## config.mk

```make
export PLATFORM = sky130hd
export DESIGN_NAME = mem_access_unit
export DESIGN_NICKNAME = d
export VERILOG_FILES = /design/src/rtl/mem_access_unit.sv
export SDC_FILE = /design/constraint.sdc
export NUM_CORES = 1
export LEC_CHECK = 0
export CORE_MARGIN = 2
export CORE_UTILIZATION = 52
export CTS_CLUSTER_SIZE = 12
export DETAILED_ROUTE_END_ITERATION = 8
export PLACE_DENSITY = 0.95
export SYNTH_ARGS = -nofsm -noshare
export SYNTH_HDL_FRONTEND = slang
export SYNTH_SLANG_ARGS = --single-unit
```

## constraint.sdc

```tcl
create_clock -name clk -period 6.9 [get_ports clk]
set_input_delay 1.38 -clock clk [delete_from_list [all_inputs] [get_ports clk]]
set_output_delay 1.38 -clock clk [all_outputs]
set_load 0.05 [all_outputs]
```

## src/rtl/mem_access_unit.sv

```systemverilog
// Load/store front end for a word-organised data memory: read-modify-write sub-word stores and
// sign/zero-extended loads. Define MEM_RANGE_CHECK_EN to reject addresses beyond the DM window.
module mem_access_unit #(
  parameter int unsigned DM_AW     = 10,
  parameter logic [31:0] BASE_ADDR = 32'h0000_0000
) (
  input  logic             clk,
  input  logic             rst_n,
  input  logic             req_valid,
  output logic             req_ready,
  input  logic             req_we,
  input  logic [1:0]       req_size,
  input  logic             req_signed,
  input  logic [31:0]      req_addr,
  input  logic [31:0]      req_wdata,
  output logic             resp_valid,
  output logic [31:0]      resp_rdata,
  output logic             resp_err,
  output logic             dm_we,
  output logic             dm_read,
  output logic [DM_AW-1:0] dm_addr,
  output logic [31:0]      dm_in_d,
  input  logic [31:0]      dm_out_d
);

  localparam logic [1:0] SzByte = 2'b00;
  localparam logic [1:0] SzHalf = 2'b01;
  localparam logic [1:0] SzWord = 2'b10;

  typedef enum logic [2:0] {StIdle, StRd, StCap, StWr, StDone} state_e;

  state_e      state_q;
  logic [31:0] addr_q;
  logic [31:0] wdata_q;
  logic [31:0] merged_q;
  logic [1:0]  size_q;
  logic        we_q;
  logic        signed_q;
  logic        resp_valid_q;
  logic        resp_err_q;
  logic [31:0] resp_rdata_q;

  logic [31:0] offset_q;
  logic        misaligned;
  logic        out_of_range;
  logic [7:0]  ld_byte;
  logic [15:0] ld_half;
  logic [31:0] ld_data;
  logic [31:0] st_merge;
  logic        unused_off;

  assign offset_q   = addr_q - BASE_ADDR;
  assign unused_off = ^{offset_q[31:DM_AW+2], offset_q[1:0]};

  always_comb begin
    misaligned = 1'b0;
    case (req_size)
      SzByte:  misaligned = 1'b0;
      SzHalf:  misaligned = req_addr[0];
      SzWord:  misaligned = |req_addr[1:0];
      default: misaligned = 1'b1;
    endcase
  end

`ifdef MEM_RANGE_CHECK_EN
  logic [31:0] req_off;
  assign req_off      = req_addr - BASE_ADDR;
  assign out_of_range = (req_off >> (DM_AW + 2)) != 32'd0;
`else
  // Upper address bits alias onto the DM window.
  assign out_of_range = 1'b0;
`endif

  // Lane extraction for loads and lane replacement for sub-word stores.
  always_comb begin
    ld_byte  = dm_out_d[{addr_q[1:0], 3'b000} +: 8];
    ld_half  = addr_q[1] ? dm_out_d[31:16] : dm_out_d[15:0];
    ld_data  = dm_out_d;
    st_merge = dm_out_d;
    case (size_q)
      SzByte: begin
        ld_data = signed_q ? {{24{ld_byte[7]}}, ld_byte} : {24'd0, ld_byte};
        st_merge[{addr_q[1:0], 3'b000} +: 8] = wdata_q[7:0];
      end
      SzHalf: begin
        ld_data = signed_q ? {{16{ld_half[15]}}, ld_half} : {16'd0, ld_half};
        st_merge[{addr_q[1], 4'b0000} +: 16] = wdata_q[15:0];
      end
      default: begin
        ld_data  = dm_out_d;
        st_merge = wdata_q;
      end
    endcase
  end

  always_ff @(posedge clk) begin
    if (!rst_n) begin
      state_q      <= StIdle;
      addr_q       <= '0;
      wdata_q      <= '0;
      merged_q     <= '0;
      size_q       <= '0;
      we_q         <= 1'b0;
      signed_q     <= 1'b0;
      resp_valid_q <= 1'b0;
      resp_err_q   <= 1'b0;
      resp_rdata_q <= '0;
    end else begin
      resp_valid_q <= 1'b0;
      unique case (state_q)
        StIdle: begin
          if (req_valid) begin
            addr_q   <= req_addr;
            wdata_q  <= req_wdata;
            merged_q <= req_wdata;
            size_q   <= req_size;
            we_q     <= req_we;
            signed_q <= req_signed;
            if (misaligned || out_of_range) begin
              state_q      <= StDone;
              resp_valid_q <= 1'b1;
              resp_err_q   <= 1'b1;
              resp_rdata_q <= '0;
            end else if (req_we && req_size == SzWord) begin
              state_q <= StWr;
            end else begin
              state_q <= StRd;
            end
          end
        end
        StRd: state_q <= StCap;
        StCap: begin
          if (we_q) begin
            merged_q <= st_merge;
            state_q  <= StWr;
          end else begin
            resp_rdata_q <= ld_data;
            resp_err_q   <= 1'b0;
            resp_valid_q <= 1'b1;
            state_q      <= StDone;
          end
        end
        StWr: begin
          resp_rdata_q <= '0;
          resp_err_q   <= 1'b0;
          resp_valid_q <= 1'b1;
          state_q      <= StDone;
        end
        StDone:  state_q <= StIdle;
        default: state_q <= StIdle;
      endcase
    end
  end

  // DM strobes are gated by reset so an interrupted operation never touches memory.
  assign req_ready  = rst_n && (state_q == StIdle);
  assign dm_read    = rst_n && (state_q == StRd);
  assign dm_we      = rst_n && (state_q == StWr);
  assign dm_addr    = (state_q == StRd || state_q == StCap || state_q == StWr) ?
                      offset_q[DM_AW+1:2] : '0;
  assign dm_in_d    = (state_q == StWr) ? merged_q : '0;
  assign resp_valid = resp_valid_q;
  assign resp_rdata = resp_rdata_q;
  assign resp_err   = resp_err_q;

endmodule

```

==> impl_metrics.toml, run 1 <==
[detailed_routing]
ant_nets = 0
drtIter0Drc = 688
routed_wirelength_um = 20000
drc = 0
vias_per_cell = 6.13
vias = 6297
dr.pass1.iters = 6
wl_per_cell_um = 19.5

[clock_network]
postCtsResizedCells = 0
path_clk_slew_ns = 0.05
cts_made_buffers = 17
cts_root_buffer = "clkbuf_16"
clock_latency_ns = 0.41
cts.htree.levels = 4
cts.sinks = 117
cts_tree = "done"
hold_buffers = 0
cts_setup_buffers = 0
cts_buffer_depth = 2

[floorplanning]
num_rows = 39
die_area_um2 = 12900
initial_core_util_pct = 53.8
die_h_um = 113
io_pins = 182
core_area_um2 = 11600
die_w_um = 113

[timing]
setup_tns_ns = 0
setup_viol = 0
fin_ws_ns = 2.39
maxSlewViolCount = 0
relSlewSlack_pct = 22.8
post-route-period-util_pct = 65.3
rsz0062_at_grt = "no"
hold_slack_ns = 0.458
post-route-min-period_ns = 4.51
final-hold-violation-count = 0
max_freq_mhz = 222
worst_pin_slew_ns = 1.16
clock_skew_ns = 0.00553

[critical_path]
critPathRequiredTime_ns = 5.52
reg2reg_from = "state_q[1]$_SDFFE_PN0N_"
cp-startpoint = "rst_n"
worstPathArrival_ns = 3.13
start_kind = "input pin"
path_max_fanout = 92
worst_setup_path_end_kind = "primary output"
crit_type = "input pin to primary output"

[final_layout]
drive_gt1_share_pct = 6.45
diodes = 0
finalInstanceArea_um2 = 8360
areaGrowthSynthToFinish_pct = 34.3
layout_common_cells = "clkdlybuf4s50_1, nand2_1, dfxtp_1"
final_common_cell = "clkdlybuf4s50_1"
nets = 979

[synth]
avgSynthCellArea_um2 = 8.35
ys_warn_count = 0
netlist_instances = 745
synth_area_um2 = 6220
synth_edf_count = 0
ys_seq_area_share_pct = 37.7
async_flop_share_pct = 0
synth_seq_cells = 117
syn-num-nets = 853
ys_types = 53
synthFlopType = "dfxtp_1"

[status]
status = "completed"

[placement]
io_buffer_count = 161
dpl.hpwl_um = 14100
dp_slack_ns = 2.38
placed_area_um2 = 7770
globalplace.congestion = 0.961

[power_and_ir_drop]
ir_worst_vdd_v = 0.000212
leakage_uw = 0.00305
finalPower_uw = 2020
cellPowerDensity_nw_per_um2 = 242

[hold_path]
min_from = "addr_q[10]$_SDFFE_PN0P_"
hp-class = "register to register"

[grt]
grt_pass1_wl_um = 30900
grt_max_degree = 93
grt_usage_pct = 30.5
grt_pass1_vias = 5884
antenna_found_initial = 0
grt_overflow = 0

[run]
max-cap-violations = 0
[cell usage after synthesis (all sizes together) (2+ instances only)]
cell type | count | area (µm²)
a221oi | 9 | 78.8
or2 | 4 | 25.0
nand2 | 137 | 514
a221o | 7 | 70.1
nor3 | 15 | 80.1
a211oi | 3 | 27.5
clkbuf | 39 | 146
inv | 14 | 52.6
a31oi | 10 | 62.6
o2bb2ai | 9 | 78.8
nand2b | 24 | 150
o221ai | 17 | 149
nand3b | 2 | 15.0
ha | 5 | 62.6
and3 | 7 | 43.8
a21oi | 15 | 75.1
a32o | 24 | 240
nor3b | 8 | 65.1
o21a | 2 | 15.0
dfxtp | 117 | 2340
mux2 | 6 | 67.6
nand3 | 5 | 25.0
buf | 24 | 160
or3 | 5 | 31.3
a21boi | 48 | 360
a22o | 18 | 158
and2 | 46 | 288
o21ai | 32 | 160
nor2b | 11 | 68.8
nor2 | 33 | 126
o2111ai | 13 | 114
a211o | 7 | 61.3
mux2i | 16 | 160
[per-layer routing]
| metal | track usage (%) | wire, µm | vias up | share of wire (%) |
|---|---|---|---|---|
| met4 | 13.8 | 823 | 0 | 4.1 |
| li1 | - | - | 2929 | - |
| met3 | 8.55 | 2070 | 75 | 10 |
| met1 | 38.3 | 7900 | 2929 | 39 |
| met2 | 49.1 | 9220 | 364 | 46 |
| met5 | 0 | 0 | - | 0 |
[sequential cells by signal (all words and copies together) (netlist names)]
signal,count
resp_err,1
resp_rdata,32
signed_q,1
we_q,1
resp_valid,1
state_q,3
addr_q,12
wdata_q,32
merged_q,32
size_q,2
[per-stage QoR]
step | util [%] | instances
2_1_floorplan | - | 745
6_report | 72.3 | 1027
3_3_place_gp | 67.2 | 995
5_1_grt | 72.3 | 1027
3_5_place_dp | 67.2 | 995
4_1_cts | 72.3 | 1027
[area by class of cell]
type | count | area, µm²
repair buffers | 170 | 1670
fillers | 874 | 3210
clock inverters | 11 | 133
clock buffers | 21 | 450
inverters | 14 | 52.6
multi-input cells | 551 | 3530
flip-flops and latches | 117 | 2340
well taps | 143 | 179
[path summary, 6_finish.rpt]
| path | cells after the start | endpoint | slack [ns] |
|---|---|---|---|
| worst min-delay path | 2 | addr_q[10]$_SDFFE_PN0P_ | 0.46 |
| worst max register to register | 5 | resp_rdata[19]$_SDFFE_PN0P_ | 4.17 |
| worst max-delay path | 4 | dm_we | 2.39 |
| worst min register to register | 2 | addr_q[10]$_SDFFE_PN0P_ | 0.46 |
[report_power, final]
| part | total (µW) | switching [µW] | internal [µW] |
|---|---|---|---|
| sequential | 769 | 42.4 | 727 |
| clock | 878 | 307 | 572 |
| combinational | 377 | 226 | 151 |
[cells by family after synthesis]
family	after synthesis	share of synthesized area, %
flip-flops	117	37.7
multiplexers	23	4.02
AO/OA/AOI/OAI	216	27.1
buffers and inverters	77	5.77
adder cells (fa/ha/maj)	5	1.01
AND/OR/NAND/NOR	307	24.4
[worst max-delay path: stages]
cell and delay [ns]:
buf_2 0.09, buf_4 0.62, and2_1 0.23, clkdlybuf4s50_1 0.80
Power figures use the tool's default switching activity.
==> run 2: changes to the inputs <==
Settings changed: CORE_UTILIZATION 52 to 48, PLACE_DENSITY 0.95 to 0.89.
Clock period 6.9 ns to 4.34 ns, I/O delays scaled along.
==> run 2 against run 1 <==
Against the previous run:
- design area rose by 1.4%
- largest power group unchanged
- sequential cell count did not move
- register-to-register slack got worse by 2.5 ns
- critical path depth rose by 1
- clock-buffer cell count rose by 2
- total power rose by 65%
- global-route usage fell by 1.9 points
- non-clock buffer count rose by 1
- routed wire length fell by 1.4%
- die area rose by 8.0%
==> impl_metrics.toml, run 2 (same netlist as run 1, synthesis figures left out) <==
[critical_path]
worst_setup_path_end_kind = "primary output"
crit_path_top_delay_cell = "clkdlybuf4s50_1"
max_stage_delay_ns = 0.82
crit_type = "register to primary output"
path_cells = "nand2b_1 -> nor2_1 -> buf_4 -> and2_1 -> clkdlybuf4s50_1"
path_max_fanout = 32
crit_buf_inv = 2
critPathRequiredTime_ns = 3.47
start_kind = "register"
critPathTopFamily = "buffers and inverters"
worstPathArrival_ns = 2.63

[detailed_routing]
vias_per_cell = 5.82
routed_wirelength_um = 19700
vias = 6148
drtIter0Drc = 508
wl_per_cell_um = 18.7
drc = 0
dr.pass1.iters = 6
ant_nets = 0

[timing]
worst_pin_slew_ns = 1.09
clock_skew_ns = 0.00795
relSlewSlack_pct = 26.9
setup_tns_ns = 0
fin_ws_ns = 0.844
post-route-period-util_pct = 80.6
final-hold-violation-count = 0
setup_viol = 0
rsz0062_at_grt = "no"
maxSlewViolCount = 0
max_freq_mhz = 286
post-route-min-period_ns = 3.50

[grt]
grt_max_degree = 72
grt_overflow = 0
use_met1_pct = 36.5
grt_pass1_wl_um = 31500
met2_usage_pct = 45.6
antenna_found_initial = 0
grt-busiest-layer = "met2"
grt_pass1_vias = 5986
grt_usage_pct = 28.6
grtUsageMet3_pct = 7.61

[final_layout]
nets = 980
final_common_cell = "clkdlybuf4s50_1"
areaGrowthSynthToFinish_pct = 36.2
finalInstanceArea_um2 = 8470
layout_common_cells = "clkdlybuf4s50_1, nand2_1, dfxtp_1"
diodes = 0
final_util_pct = 67.1
drive_gt1_share_pct = 6.89

[power_and_ir_drop]
leakage_uw = 0.00310
cellPowerDensity_nw_per_um2 = 395
ir_worst_vdd_v = 0.000231

[run]
max-cap-violations = 0

[clock_network]
cts_made_buffers = 17
cts_root_buffer = "clkbuf_16"
postCtsResizedCells = 0
cts_buffer_depth = 2
cts.htree.levels = 4
cts_tree = "done"
clock_latency_ns = 0.42
hold_buffers = 0
cts.sinks = 117
cts_setup_buffers = 0
path_clk_slew_ns = 0.05

[placement]
dpl.hpwl_um = 14000
globalplace.congestion = 0.960
placed_area_um2 = 7820
dp_slack_ns = 1.08
io_buffer_count = 161

[status]
status = "completed"

[floorplanning]
io_pins = 182
die_h_um = 118
core_area_um2 = 12600
num_rows = 41
die_w_um = 118
die_area_um2 = 13900
initial_core_util_pct = 49.3

[hold_path]
hp-class = "register to register"
## run 2: changes by cell type in the layout (fill, tap and decap cells not counted), sizes merged
| cell | change |
|---|---|
| buf | +1 |
| bufinv | +1 |
| clkbuf | +2 |
| clkinv | -2 |
| clkinvlp | -1 |
## run 2: final timing paths
| path | from | to | slack [ns] | cells past startpoint |
|---|---|---|---|---|
| setup / recovery | state_q[1]$_SDFFE_PN0N_ | dm_in_d[29] | 0.84 | 5 |
| hold / removal | addr_q[3]$_SDFFE_PN0P_ | addr_q[3]$_SDFFE_PN0P_ | 0.46 | 2 |
| setup reg to reg | size_q[1]$_SDFFE_PN0P_ | merged_q[16]$_SDFFE_PN0P_ | 1.72 | 4 |
| hold reg to reg | addr_q[3]$_SDFFE_PN0P_ | addr_q[3]$_SDFFE_PN0P_ | 0.46 | 2 |
## run 2: worst min-delay path: stages, from the launching register on
cell      delay, ns
dfxtp_1        0.30
nand2_1        0.04
a21boi_0       0.06
## run 2: power by group
part	total, µW	switching (µW)	internal [µW]
combinational	578	340	238
sequential	1230	76.5	1160
clock	1530	487	1050
total	3340	903	2440
## run 2: layout make-up
type / count / area (µm²)
Sequential cell: 117 / 2340
Inverter: 14 / 52.6
Fill cell: 1073 / 4150
Multi-Input combinational cell: 551 / 3530
Clock buffer: 23 / 508
Tap cell: 172 / 215
Timing Repair Buffer: 171 / 1680
Clock inverter: 9 / 145
## run 2: per-layer routing
metal / part of all wire [%] / wire length (µm) / vias to the layer above
met5: 0 / 0 / -
li1: - / - / 2935
met3: 8.9 / 1770 / 62
met2: 46 / 9110 / 327
met4: 3.7 / 736 / 0
met1: 41 / 8120 / 2824
## run 2: metrics by stage
stage / hold slack, ns / cells / total power [µW]
3_3_place_gp: 0.444 / 1025 / 1810
4_1_cts: 0.459 / 1057 / 3350
5_1_grt: 0.482 / 1057 / 3470
3_5_place_dp: 0.448 / 1025 / 1820
2_1_floorplan: 0.434 / 745 / 1620
6_report: 0.455 / 1057 / 3340
==> run 3: changes to the inputs <==
Clock period 4.34 ns to 3.6 ns, I/O delays scaled along.
==> run 3 against run 2 <==
Against the previous run:
- clock skew shrank 0.0018 ns
- largest cell class unchanged
- sequential power is 20% higher
- clock power is 11% higher
- total power increased by 17%
- sequential share of layout area fell by 0.90 points
- highest routed layer unchanged
- register-to-register slack got worse by 0.69 ns
==> impl_metrics.toml, run 3 (same netlist as run 1, synthesis figures left out) <==
[timing]
max_freq_mhz = 312
setup_tns_ns = 0
final-hold-violation-count = 0
rsz0062_at_grt = "no"
relSlewSlack_pct = 25.1
worst_pin_slew_ns = 1.12
setup_viol = 0
post-route-min-period_ns = 3.20
post-route-period-util_pct = 88.9
clock_skew_ns = 0.00610
maxSlewViolCount = 0
hold_slack_ns = 0.456

[final_layout]
nets = 982
drive_gt1_share_pct = 10.4
layout_common_cells = "nand2_1, clkdlybuf4s50_1, dfxtp_1"
diodes = 0
nFillCells = 1006
areaGrowthSynthToFinish_pct = 40.7
final_util_pct = 69.4
seq_area_um2 = 2340
final_common_cell = "nand2_1"
fin_cells = 1058
multi_input_area_um2 = 3530

[detailed_routing]
drc = 0
drtIter0Drc = 623
vias = 6421
routed_wirelength_um = 20200
vias_per_cell = 6.07
wl_per_cell_um = 19.1
ant_nets = 0
dr.pass1.iters = 7

[floorplanning]
core_area_um2 = 12600
num_rows = 41
die_h_um = 118
die_area_um2 = 13900
io_pins = 182
die_w_um = 118
initial_core_util_pct = 49.3

[clock_network]
cts_buffer_depth = 2
cts_setup_buffers = 0
cts.htree.levels = 4
cts_root_buffer = "clkbuf_16"
hold_buffers = 0
clock_latency_ns = 0.41
path_clk_slew_ns = 0.05
postCtsResizedCells = 0
cts.sinks = 117
cts_tree = "done"
cts_made_buffers = 17

[power_and_ir_drop]
leakage_uw = 0.00322
cellPowerDensity_nw_per_um2 = 445
intPower_uw = 2800
switchingPower_uw = 1100
comb_power_share_pct = 18.3
ir_worst_vdd_v = 0.000323
finalPower_uw = 3900
seqPwrFrac_pct = 38.0
pwr-share-clk_pct = 43.7
swShare_pct = 28.2

[critical_path]
critPathRequiredTime_ns = 2.88
path_max_fanout = 12
worstRegToRegCells = 6
timing.rr.end = "merged_q[6]$_SDFFE_PN0P_"
crit_type = "register to primary output"
worstPathArrival_ns = 2.48
r2r_setup_slack_ns = 1.03
crit_path_end = "dm_addr[6]"
start_kind = "register"
reg2reg_from = "addr_q[1]$_SDFFE_PN0P_"
cp-startpoint = "state_q[1]$_SDFFE_PN0N_"
worst_setup_path_end_kind = "primary output"

[hold_path]
hp-class = "register to register"

[grt]
grt_overflow = 0
grt_pass1_vias = 6204
grt_pass1_wl_um = 32100
antenna_found_initial = 0
grt_usage_pct = 29.0
grt_max_degree = 71

[placement]
dpl.hpwl_um = 14400
globalplace.congestion = 0.957
dp.cells = 1027
io_buffer_count = 161

[run]
max-cap-violations = 0

[status]
status = "completed"
-- run 3: worst min-delay path by stage --
stage / start / endpoint / cells past startpoint
6_report: addr_q[4]$_SDFFE_PN0P_ / addr_q[4]$_SDFFE_PN0P_ / 2
5_1_grt: addr_q[11]$_SDFFE_PN0P_ / addr_q[11]$_SDFFE_PN0P_ / 2
4_1_cts: addr_q[3]$_SDFFE_PN0P_ / addr_q[3]$_SDFFE_PN0P_ / 2
3_5_place_dp: merged_q[1]$_SDFFE_PN0P_ / merged_q[1]$_SDFFE_PN0P_ / 1
3_3_place_gp: merged_q[27]$_SDFFE_PN0P_ / merged_q[27]$_SDFFE_PN0P_ / 1
2_1_floorplan: merged_q[0]$_SDFFE_PN0P_ / merged_q[0]$_SDFFE_PN0P_ / 1
-- run 3: metal layers --
layer / track usage, % / vias up / share of wire, %
met4: 14.5 / 0 / 4.2
met3: 6.69 / 78 / 10
met1: 36.1 / 2996 / 39
met2: 47.2 / 403 / 46
met5: 0 / - / 0
li1: - / 2944 / -
-- run 3: power groups by stage --
stage	Clock (µW)	Sequential, µW	Combinational [µW]
2_1_floorplan	0	1490	457
3_3_place_gp	0	1500	683
3_5_place_dp	0	1500	697
4_1_cts	1710	1480	707
5_1_grt	1770	1490	774
6_report	1700	1480	714
-- run 3: through the flow --
stage,setup slack [ns],instance area (µm²)
after detailed placement,0.631,8160
after global placement,0.653,8160
final,0.398,8750
after global routing,0.189,8750
after floorplan,0.740,6220
after CTS,0.361,8750
-- run 3: cell type report --
cell class / instances / share of cell area (%)
Timing Repair Buffer: 173 / 23.2
Multi-Input combinational cell: 551 / 40.3
Inverter: 14 / 0.600
Clock buffer: 22 / 5.30
Tap cell: 172 / 2.46
Sequential cell: 117 / 26.8
Clock inverter: 9 / 1.46
-- run 3: critical path: stages, from the launching register on --
cell,delay [ns]
dfxtp_1,0.54
nor2_1,0.13
nor2_1,0.39
and2_1,0.21
clkdlybuf4s50_1,0.80
